## config.mk

```make
export PLATFORM = sky130hd
export DESIGN_NAME = id_ex_stage
export DESIGN_NICKNAME = d
export VERILOG_FILES = /design/src/rtl/riscv_pkg.sv /design/src/rtl/id_ex_stage_hazard_detect.sv /design/src/rtl/id_ex_stage.sv
export SDC_FILE = /design/constraint.sdc
export NUM_CORES = 1
export LEC_CHECK = 0
export ABC_CLOCK_PERIOD_IN_PS = 2500
export BUFFER_PORTS_ARGS = -buffer_cell sky130_fd_sc_hd__buf_2
export CORE_AREA = 2 2 158 160
export DETAILED_ROUTE_END_ITERATION = 16
export DIE_AREA = 0 0 160 162
export PLACE_DENSITY = 0.57
export SLEW_MARGIN = 20
export SYNTH_ARGS = -nofsm -noshare
export SYNTH_HDL_FRONTEND = slang
export SYNTH_SLANG_ARGS = --single-unit
```

## constraint.sdc

```tcl
create_clock -name clk -period 2.5 [get_ports clk]
set_clock_uncertainty 0.15 [all_clocks]
set_input_delay 0.125 -clock clk [delete_from_list [all_inputs] [get_ports clk]]
set_output_delay 0.125 -clock clk [all_outputs]
set_load 0.01 [all_outputs]
```

## src/rtl/riscv_pkg.sv

```systemverilog
// riscv_pkg
// Shared definitions for the RV32I pipeline slice: opcode constants used by
// the legality screen, ResultSrc encodings, default datapath width, the
// packed control bundle carried from Decode into Execute, and the encoding
// of the ID/EX next-state decision.
package riscv_pkg;

  localparam int XLEN_DEF = 32;

  // Opcodes the MainDecoder understands. Anything else gets screened out
  // before it reaches Execute.
  localparam logic [6:0] OP_LOAD   = 7'b0000011;
  localparam logic [6:0] OP_STORE  = 7'b0100011;
  localparam logic [6:0] OP_RTYPE  = 7'b0110011;
  localparam logic [6:0] OP_BRANCH = 7'b1100011;
  localparam logic [6:0] OP_ITYPE  = 7'b0010011;
  localparam logic [6:0] OP_JAL    = 7'b1101111;

  // ResultSrc encodings.
  localparam logic [1:0] RES_ALU = 2'b00;
  localparam logic [1:0] RES_MEM = 2'b01;
  localparam logic [1:0] RES_PC4 = 2'b10;

  // Control fields registered from Decode into Execute.
  typedef struct packed {
    logic       reg_write;
    logic       mem_write;
    logic       jump;
    logic       branch;
    logic       alu_src;
    logic [1:0] result_src;
    logic [2:0] alu_control;
  } ctrl_t;

  // What the ID/EX register does at the next clock edge (reset is handled
  // separately, ahead of this decision).
  typedef enum logic [2:0] {
    ACT_IDLE     = 3'd0,  // no valid D instruction: plain bubble
    ACT_CAPTURE  = 3'd1,  // legal D instruction moves into E
    ACT_FLUSH    = 3'd2,  // taken branch/jump squashes the wrong-path D
    ACT_LOAD_USE = 3'd3,  // load-use hazard: bubble while D is held
    ACT_ILLEGAL  = 3'd4   // illegal opcode: bubble flagged as illegal
  } ex_action_t;

  // Only exact matches count as legal, so an opcode carrying X or Z bits
  // falls into the default arm and is treated as illegal.
  function automatic logic is_legal_op(input logic [6:0] op);
    logic legal;
    case (op)
      OP_LOAD, OP_STORE, OP_RTYPE, OP_BRANCH, OP_ITYPE, OP_JAL: legal = 1'b1;
      default:                                                   legal = 1'b0;
    endcase
    return legal;
  endfunction

  // Actions that insert a bubble worth counting.
  function automatic logic is_counted_bubble(input ex_action_t act);
    return (act == ACT_FLUSH) || (act == ACT_LOAD_USE) || (act == ACT_ILLEGAL);
  endfunction

endpackage

```

## src/rtl/id_ex_stage_hazard_detect.sv

```systemverilog
// hazard_detect
// Combinational hazard logic at the Decode/Execute boundary.
//   valid_e_i       E slot holds a real instruction
//   result_src_e_i  ResultSrc of the instruction in E
//   rd_e_i          destination register of the instruction in E
//   valid_d_i       D slot holds a real instruction
//   rs1_d_i/rs2_d_i source registers of the instruction in D
//   pcsrc_e_i       taken branch/jump resolved in E this cycle
//   lw_stall_o      load in E produces a register the D instruction reads
//   stall_f_o       hold the PC
//   stall_d_o       hold the IF/ID register
//   flush_d_o       clear the IF/ID register
module hazard_detect
  import riscv_pkg::*;
(
  input  logic       valid_e_i,
  input  logic [1:0] result_src_e_i,
  input  logic [4:0] rd_e_i,
  input  logic       valid_d_i,
  input  logic [4:0] rs1_d_i,
  input  logic [4:0] rs2_d_i,
  input  logic       pcsrc_e_i,
  output logic       lw_stall_o,
  output logic       stall_f_o,
  output logic       stall_d_o,
  output logic       flush_d_o
);

  logic load_in_e;
  logic rd_matches;

  // x0 is hard-wired to zero, so a load targeting it never creates a hazard.
  assign load_in_e  = valid_e_i && (result_src_e_i == RES_MEM) && (rd_e_i != 5'd0);
  assign rd_matches = (rd_e_i == rs1_d_i) || (rd_e_i == rs2_d_i);
  assign lw_stall_o = load_in_e && rd_matches && valid_d_i;

  // A taken branch/jump makes the D instruction wrong-path; holding it would
  // only preserve something that is about to be discarded, so flush wins.
  assign stall_f_o  = lw_stall_o && !pcsrc_e_i;
  assign stall_d_o  = lw_stall_o && !pcsrc_e_i;
  assign flush_d_o  = pcsrc_e_i;

endmodule

```

## src/rtl/id_ex_stage.sv

```systemverilog
// id_ex_stage
// Decode->Execute pipeline register of the 5-stage RV32I core.
// Captures decoded controls and datapath fields into E, resolves PCSrcE from
// the ALU zero flag, detects load-use hazards, screens illegal opcodes and
// counts the bubbles it inserts (saturating).
//
// Valid semantics: ValidD marks a real instruction in D; it is captured one
// cycle later as ValidE unless a flush, load-use stall or illegal opcode
// turns that slot into a bubble. There is no back-pressure other than
// StallF/StallD, which ask the upstream stages to hold the D instruction so
// it is presented again on the next cycle.
//
// Ports
//   clk, rst_n               clock, synchronous active-low reset
//   ValidD, OpD              D instruction present, opcode for legality screen
//   *D controls/data/indices decoded fields of the D instruction
//   ZeroE                    ALU zero flag of the instruction in E
//   *E outputs               registered copies of the D fields
//   ValidE, IllegalE         E holds a real instruction / E bubble came from an illegal op
//   PCSrcE                   take branch/jump target
//   StallF, StallD, FlushD   hazard controls for the front end
//   BubbleCnt                saturating count of inserted bubbles
module id_ex_stage
  import riscv_pkg::*;
#(
  parameter int XLEN  = XLEN_DEF,
  parameter int CNT_W = 16
) (
  input  logic             clk,
  input  logic             rst_n,
  input  logic             ValidD,
  input  logic [6:0]       OpD,
  input  logic             RegWriteD,
  input  logic             MemWriteD,
  input  logic             JumpD,
  input  logic             BranchD,
  input  logic             ALUSrcD,
  input  logic [1:0]       ResultSrcD,
  input  logic [2:0]       ALUControlD,
  input  logic [XLEN-1:0]  RD1D,
  input  logic [XLEN-1:0]  RD2D,
  input  logic [XLEN-1:0]  PCD,
  input  logic [XLEN-1:0]  ImmExtD,
  input  logic [XLEN-1:0]  PCPlus4D,
  input  logic [4:0]       Rs1D,
  input  logic [4:0]       Rs2D,
  input  logic [4:0]       RdD,
  input  logic             ZeroE,
  output logic             RegWriteE,
  output logic             MemWriteE,
  output logic             JumpE,
  output logic             BranchE,
  output logic             ALUSrcE,
  output logic [1:0]       ResultSrcE,
  output logic [2:0]       ALUControlE,
  output logic [XLEN-1:0]  RD1E,
  output logic [XLEN-1:0]  RD2E,
  output logic [XLEN-1:0]  PCE,
  output logic [XLEN-1:0]  ImmExtE,
  output logic [XLEN-1:0]  PCPlus4E,
  output logic [4:0]       Rs1E,
  output logic [4:0]       Rs2E,
  output logic [4:0]       RdE,
  output logic             ValidE,
  output logic             IllegalE,
  output logic             PCSrcE,
  output logic             StallF,
  output logic             StallD,
  output logic             FlushD,
  output logic [CNT_W-1:0] BubbleCnt
);

  // ---------------------------------------------------------------------------
  // E-stage state
  // ---------------------------------------------------------------------------
  ctrl_t             ctrl_q,    ctrl_d;
  logic [XLEN-1:0]   rd1_q,     rd1_d;
  logic [XLEN-1:0]   rd2_q,     rd2_d;
  logic [XLEN-1:0]   pc_q,      pc_d;
  logic [XLEN-1:0]   imm_q,     imm_d;
  logic [XLEN-1:0]   pcp4_q,    pcp4_d;
  logic [4:0]        rs1_q,     rs1_d;
  logic [4:0]        rs2_q,     rs2_d;
  logic [4:0]        rd_q,      rd_d;
  logic              valid_q,   valid_d;
  logic              illegal_q, illegal_d;
  logic [CNT_W-1:0]  cnt_q,     cnt_d;

  logic              pcsrc_e;
  logic              lw_stall;
  ex_action_t        act;

  // ---------------------------------------------------------------------------
  // Branch resolution and hazards
  // ---------------------------------------------------------------------------
  // Gated by valid_q so a bubble can never redirect the PC, even though a
  // bubble's controls are already zero.
  assign pcsrc_e = ((ctrl_q.branch && ZeroE) || ctrl_q.jump) && valid_q;

  hazard_detect u_hazard_detect (
    .valid_e_i      (valid_q),
    .result_src_e_i (ctrl_q.result_src),
    .rd_e_i         (rd_q),
    .valid_d_i      (ValidD),
    .rs1_d_i        (Rs1D),
    .rs2_d_i        (Rs2D),
    .pcsrc_e_i      (pcsrc_e),
    .lw_stall_o     (lw_stall),
    .stall_f_o      (StallF),
    .stall_d_o      (StallD),
    .flush_d_o      (FlushD)
  );

  // ---------------------------------------------------------------------------
  // Next-state decision, in priority order
  // ---------------------------------------------------------------------------
  always_comb begin
    act = ACT_IDLE;
    if (pcsrc_e) begin
      act = ACT_FLUSH;
    end else if (lw_stall) begin
      act = ACT_LOAD_USE;
    end else if (ValidD && !is_legal_op(OpD)) begin
      act = ACT_ILLEGAL;
    end else if (ValidD) begin
      act = ACT_CAPTURE;
    end
  end

  // Every non-capture action produces an all-zero bubble, so whatever the
  // decoder drives for an illegal or absent instruction (including Z) never
  // reaches the E outputs.
  always_comb begin
    ctrl_d    = '0;
    rd1_d     = '0;
    rd2_d     = '0;
    pc_d      = '0;
    imm_d     = '0;
    pcp4_d    = '0;
    rs1_d     = '0;
    rs2_d     = '0;
    rd_d      = '0;
    valid_d   = 1'b0;
    illegal_d = 1'b0;
    cnt_d     = cnt_q;

    case (act)
      ACT_CAPTURE: begin
        ctrl_d.reg_write   = RegWriteD;
        ctrl_d.mem_write   = MemWriteD;
        ctrl_d.jump        = JumpD;
        ctrl_d.branch      = BranchD;
        ctrl_d.alu_src     = ALUSrcD;
        ctrl_d.result_src  = ResultSrcD;
        ctrl_d.alu_control = ALUControlD;
        rd1_d              = RD1D;
        rd2_d              = RD2D;
        pc_d               = PCD;
        imm_d              = ImmExtD;
        pcp4_d             = PCPlus4D;
        rs1_d              = Rs1D;
        rs2_d              = Rs2D;
        rd_d               = RdD;
        valid_d            = 1'b1;
      end
      ACT_ILLEGAL: begin
        illegal_d = 1'b1;
      end
      default: begin
      end
    endcase

    // Plain idle slots are not counted; only bubbles this stage forces.
    if (is_counted_bubble(act) && (cnt_q != '1)) begin
      cnt_d = cnt_q + CNT_W'(1);
    end
  end

  // ---------------------------------------------------------------------------
  // ID/EX register bank and bubble counter
  // ---------------------------------------------------------------------------
  always_ff @(posedge clk) begin
    if (!rst_n) begin
      ctrl_q    <= '0;
      rd1_q     <= '0;
      rd2_q     <= '0;
      pc_q      <= '0;
      imm_q     <= '0;
      pcp4_q    <= '0;
      rs1_q     <= '0;
      rs2_q     <= '0;
      rd_q      <= '0;
      valid_q   <= 1'b0;
      illegal_q <= 1'b0;
      cnt_q     <= '0;
    end else begin
      ctrl_q    <= ctrl_d;
      rd1_q     <= rd1_d;
      rd2_q     <= rd2_d;
      pc_q      <= pc_d;
      imm_q     <= imm_d;
      pcp4_q    <= pcp4_d;
      rs1_q     <= rs1_d;
      rs2_q     <= rs2_d;
      rd_q      <= rd_d;
      valid_q   <= valid_d;
      illegal_q <= illegal_d;
      cnt_q     <= cnt_d;
    end
  end

  // ---------------------------------------------------------------------------
  // Outputs
  // ---------------------------------------------------------------------------
  assign RegWriteE   = ctrl_q.reg_write;
  assign MemWriteE   = ctrl_q.mem_write;
  assign JumpE       = ctrl_q.jump;
  assign BranchE     = ctrl_q.branch;
  assign ALUSrcE     = ctrl_q.alu_src;
  assign ResultSrcE  = ctrl_q.result_src;
  assign ALUControlE = ctrl_q.alu_control;
  assign RD1E        = rd1_q;
  assign RD2E        = rd2_q;
  assign PCE         = pc_q;
  assign ImmExtE     = imm_q;
  assign PCPlus4E    = pcp4_q;
  assign Rs1E        = rs1_q;
  assign Rs2E        = rs2_q;
  assign RdE         = rd_q;
  assign ValidE      = valid_q;
  assign IllegalE    = illegal_q;
  assign PCSrcE      = pcsrc_e;
  assign BubbleCnt   = cnt_q;

endmodule
```

# After elaboration in Yosys (flattened, before gate mapping)
# Index checks and enable logic that the tools add are counted.
[word_totals] in_bits=196 output_inout_bits=207 register_bits=203 word_cells=60
[op_classes] n_eq_ne=14 muxes=9 addsub=1 n_reduce_logical=18
[ops] operator="adder 16 x 1 -> 16 bit, second input constant" count=1
[ops] operator="inequality test 16 bit, second input constant" count=1
[ops] operator="equality test 7 x 6 -> 1 bit, second input constant" count=2
[ops] operator="equality test 7 bit, second input constant" count=2
[ops] operator="equality test 5 bit" count=2
[ops] operator="logical AND 1 bit" count=9
[ops] operator="2-to-1 mux 3 bit" count=3
[ops] operator="equality test 7 x 2 -> 1 bit, second input constant" count=1
[ops] operator="equality test 7 x 5 -> 1 bit, second input constant" count=1
[ops] operator="equality test 3 x 2 -> 1 bit, second input constant" count=2
[ops] operator="2-to-1 mux 1 bit" count=6
[ops] operator="OR reduction 6 bit" count=1
[ops] operator="nonzero test 5 bit" count=1
[ops] operator="logical OR 1 bit" count=4
[ops] operator="equality test 3 x 1 -> 1 bit, second input constant" count=1
[ops] operator="equality test 3 bit, second input constant" count=1
[ops] operator="equality test 2 x 1 -> 1 bit, second input constant" count=1
[ops] operator="zero test 1 bit" count=2
[ops] operator="AND reduction 2 bit" count=1

# Logic depth before layout (Yosys ltp)
[logic_depth] word_depth=16 ltp_mapped=8

# By module
# A second synthesis with hierarchy kept.
[unflattened] hier_cells=523 area_unflattened_um2=6060.8
[by_module_without_submodules] module="id_ex_stage" n_inst=1 area_per_inst_um2=5898.2 seq_area_each_um2=4063.9 cells_per_inst=501
[by_module_without_submodules] module="hazard_detect" n_inst=1 area_per_inst_um2=162.7 seq_area_each_um2=0.0 cells_per_inst=22

# Worst setup path before layout
# No wires, ideal clock.
[synth_path] path_type="flip-flop to flip-flop" start="reg ctrl_q (netlist bit BranchE)" end="reg cnt_q[13] (netlist: BubbleCnt[13])" required_time_ps=2280 arrival_time_ps=2045 n_path_buf=1 path_slack_ps=235 path_stages_with_launch=8 path_cell_list="dfxtp_1 -> a21oi_1 -> nor2b_1 -> a31o_2 -> o21ba_2 -> clkbuf_1 -> or4_1 -> a21oi_1"
[synth_between] elab_chain_len=8 word_cells_on_any_way=10
[synth_lines] item="start, declared" line="id_ex_stage.sv:76" source="ctrl_t ctrl_q, ctrl_d;"
[synth_lines] item="start signal, assigned" line="id_ex_stage.sv:197" source="ctrl_q <= ctrl_d;"
[synth_lines] item="logical AND 1 bit *" line="id_ex_stage.sv:98" source="assign pcsrc_e = ((ctrl_q.branch && ZeroE) || ctrl_q.jump) && valid_q;"
[synth_lines] item="logical OR 1 bit *" line="id_ex_stage.sv:98"
[synth_lines] item="logical AND 1 bit *" line="id_ex_stage.sv:98"
[synth_lines] item="net FlushD" line="id_ex_stage.sv:69" source="output logic FlushD,"
[synth_lines] item="2-to-1 mux 3 bit *" line="id_ex_stage.sv:119" source="if (pcsrc_e) begin"
[synth_lines] item="equality test 3 x 2 -> 1 bit" line="riscv_pkg.sv:58" source="return (act == ACT_FLUSH) || (act == ACT_LOAD_USE) || (act == ACT_ILLEGAL);"
[synth_lines] item="logical OR 1 bit" line="riscv_pkg.sv:58"
[synth_lines] item="logical OR 1 bit *" line="riscv_pkg.sv:58"
[synth_lines] item="logical AND 1 bit *" line="id_ex_stage.sv:174" source="if (is_counted_bubble(act) && (cnt_q != '1)) begin"
[synth_lines] item="end signal, assigned" line="id_ex_stage.sv:208" source="cnt_q <= cnt_d;"
[synth_lines] item="end, declared" line="id_ex_stage.sv:87" source="logic [CNT_W-1:0] cnt_q, cnt_d;"
# The timed path passes the listed nets; every way through them passes the cells marked *.
# A chain may end at the register's enable or synchronous reset.

# Worst setup path in the final report
[layout_path] start="reg rd_q[1] (netlist: RdE[1])" end="reg rd2_q[18] (netlist: RD2E[18])"
[layout_between] elab_chain_len=8 word_cells_on_any_way=11
[layout_lines] item="start, declared" line="id_ex_stage.sv:84" source="logic [4:0] rd_q, rd_d;"
[layout_lines] item="start signal, assigned" line="id_ex_stage.sv:205" source="rd_q <= rd_d;"
[layout_lines] item="equality test 5 bit or nonzero test 5 bit (tied branches)" line="id_ex_stage_hazard_detect.sv:34, id_ex_stage_hazard_detect.sv:33"
[layout_lines] item="logical OR 1 bit or logical AND 1 bit (tied branches)" line="id_ex_stage_hazard_detect.sv:34, id_ex_stage_hazard_detect.sv:33"
[layout_lines] item="logical AND 1 bit * (2 in a row)" line="id_ex_stage_hazard_detect.sv:35" source="assign lw_stall_o = load_in_e && rd_matches && valid_d_i;"
[layout_lines] item="2-to-1 mux 3 bit *" line="id_ex_stage.sv:121" source="end else if (lw_stall) begin"
[layout_lines] item="2-to-1 mux 3 bit *" line="id_ex_stage.sv:119"
[layout_lines] item="equality test 3 x 1 -> 1 bit *" line="id_ex_stage.sv:147" source="case (act)"
[layout_lines] item="AND reduction 2 bit (no source line) *"
[layout_lines] item="end signal, assigned" line="id_ex_stage.sv:199" source="rd2_q <= rd2_d;"
[layout_lines] item="end, declared" line="id_ex_stage.sv:78" source="logic [XLEN-1:0] rd2_q, rd2_d;"
# Every way passes the cells marked *; elsewhere a longest branch is shown, timed or not.

==> qor.yml <==
sta:
  hold_viol: 0
  whs_ns: 0.07896
  setup_viol: 0
  setup_slack_ns: 0.1415
  post-route-min-period_ns: 2.358
  slew_viol_final: 0
  rsz0062_at_grt: "false"
  worstMarginPinSlew_ns: 0.4878
  tns_ns: 0
  fin_crit_sh: 0.9434
  relSlewSlack: 0.6744
  fmax_mhz: 424.0
synthesis:
  netlist_instances: 524
  synth_edf_count: 0
  synth_cell_types: 34
  yosys_register_bits: 203
  yosys_warnings: 0
  synth-main-ff-cell: "dfxtp_1"
  avgSynthCellArea_sq_um: 11.58
  synth-async-reset-ratio: 0
  syn_nets: 721
  syn-cell-area_sq_um: 6066
  yosysSeqAreaShare: 0.6700
global_routing:
  grt_pass1_wl_um: 31360
  track_usage: 0.1505
  grt_overflow: 0
  antenna_found_initial: 0
  grt_pass1_vias: 5937
  grt_max_degree: 60
pwr:
  p_leak_uw: 0.005568
  irDropWorstVdd_mv: 0.5264
  p_per_area_nw_per_um2: 630.1
clock_tree:
  h-tree-depth: 1
  cts_sinks: 203
  clock_latency_ns: 0.50
  clock_path_buffers: 3
  cts_tree: "yes"
  cts_root_buf: "clkbuf_16"
  clk_pin_slew_worst_paths_ns: 0.06
  cts_buffers: 22
worst_setup_path:
  reg2reg_from: "RdE[1]"
  crit_required_ns: 2.78
  crit_type: "reg2reg"
  reg2reg_depth: 6
  critPathSlowestCell: "or4_4"
  end_kind: "flop"
  cp.depth: 6
  crit_chain: "or4_4 > o21ai_2 > nor2_1 > nor4b_4 > buf_4 > and2_1"
  r2r_slack_ns: 0.14
  worstPathArrival_ns: 2.64
  critPathBufInv: 1
  critPathLaunchType: "flop"
  path_delay_family: "simple AND/OR/NAND/NOR gates"
  critPathMaxStageDelay_ns: 0.56
  reg2reg_to: "RD2E[18]"
  crit_fanout: 36
finish:
  stdcell_count: 1465
  antennaDiodeCount: 0
  multiInputGateArea_sq_um: 1863
  area_growth_pct: 83.97
  layout_common_cells: "402 x buf_2, 203 x dfxtp_1, 187 x dlygate4sd3_1"
  seqCellArea_sq_um: 4064
  fin_nets: 1322
  utilization: 0.4629
  num-fill-cells: 2173
  final_common_cell: "buf_2"
  final_layout_size_suffix_gt1_frac: 0.4040
placement:
  place_hpwl_um: 13610
  placedCellCount: 1235
  io_buffers: 402
  gp_congestion: 0.7479
  dp_slack_ns: 0.1101
die:
  die_w_um: 160
  dieArea_sq_um: 25920
  die_height_um: 162
  initial_utilization: 0.2516
  core_area_sq_um: 24110
  io_pins: 403
  row_count: 57
drt:
  drtPass1Iterations: 4
  drtIter0Drc: 275
  drtAntennaViolNets: 0
  drc: 0
  vias_per_cell: 3.958
  totalWireLength_um: 20820
  wire_per_inst_um: 14.21
  vias: 5799
min_path:
  whs_path_depth: 4
  hp-class: "in2reg"
  hp-start: "OpD[2]"
  worstHoldEndpoint: "IllegalE"
run:
  cap_violations: 0
status:
  status: "complete, no violations"
[timing repair]
action | CTS | global route
hold buffers | 187 | 0
hold endpoints to repair | 187 | 0
setup buffers | 0 | 2
setup endpoints to repair | 0 | 60
resized for setup | 0 | 3
[layer usage]
layer / track usage / routed length [um] / up-vias
li1: - / - / 2891
met1: 0.1608 / 7719 / 2587
met2: 0.2792 / 10670 / 279
met3: 0.04290 / 1677 / 42
met4: 0.06102 / 746 / 0
met5: 0 / 0 / -
[synthesized netlist by cell type (all sizes together) (2+ instances only)]
library cell / number / area share
xor2: 11 / 0.016
a21oi: 14 / 0.012
nand3: 11 / 0.0091
nor2: 5 / 0.0031
inv: 4 / 0.0025
nor3: 4 / 0.0033
buf: 15 / 0.014
o21ba: 2 / 0.0033
and2: 185 / 0.19
nor4b: 2 / 0.0054
o21ai: 8 / 0.0072
or3: 7 / 0.0072
nand4: 5 / 0.0052
nand2: 7 / 0.0043
or4: 9 / 0.011
clkbuf: 10 / 0.0070
o31ai: 6 / 0.0074
and3: 5 / 0.0052
dfxtp: 203 / 0.67
[layout make-up]
cell class | instances | share of cell area
flip-flops and latches | 203 | 0.3642
clock buffers | 31 | 0.06054
inverters | 4 | 0.001345
clock inverters | 9 | 0.006503
well taps | 324 | 0.03633
multi-input cells | 292 | 0.1669
repair buffers | 602 | 0.3642
[cell families (layout without fill, tap and decap cells)]
group,count (synthesis),after routing,synth area share
adders and majority gates,1,1,0.002062
AOI/OAI and AO/OA,36,36,0.03919
xor gates and xnor gates,11,11,0.01588
buffers and inverters,29,646,0.02351
and+or+nand+nor,244,244,0.2494
DFF,203,203,0.6700
[flip-flops by register name (all words and copies together), names as in the netlist, 2 cells and up]
register	count
ALUControlE	3
BubbleCnt	16
ImmExtE	32
PCE	32
PCPlus4E	32
RD1E	32
RD2E	32
RdE	5
ResultSrcE	2
Rs1E	5
Rs2E	5
[worst max-delay path by stage]
stage / to / from
6_report: RD2E[18] / RdE[1]
5_1_grt: ImmExtE[24] / RdE[1]
4_1_cts: ImmExtE[24] / RdE[1]
3_5_place_dp: RD2E[24] / RdE[1]
2_1_floorplan: BubbleCnt[13] / BranchE
3_3_place_gp: PCE[28] / RdE[1]
[power by group]
group	internal, uW	total [uW]	leakage [uW]	switching [uW]
combinational	341	490	0.00356	149
clock	1980	3280	0.000377	1300
sequential	3250	3260	0.00164	7.16
[worst min-delay path, delay by kind of cell]
kind,cells,cell delay [ns]
buffers and inverters,1,0.09
AND/OR/NAND/NOR,2,0.33
AO/OA/AOI/OAI,1,0.11
[through the flow]
stage / instance area (sq um) / total power, uW
2_1_floorplan: 6066 / 3394
3_3_place_gp: 8481 / 3583
3_5_place_dp: 8481 / 3582
4_1_cts: 11100 / 7129
5_1_grt: 11160 / 7299
6_report: 11160 / 7031
Power figures use the tool's default switching activity.
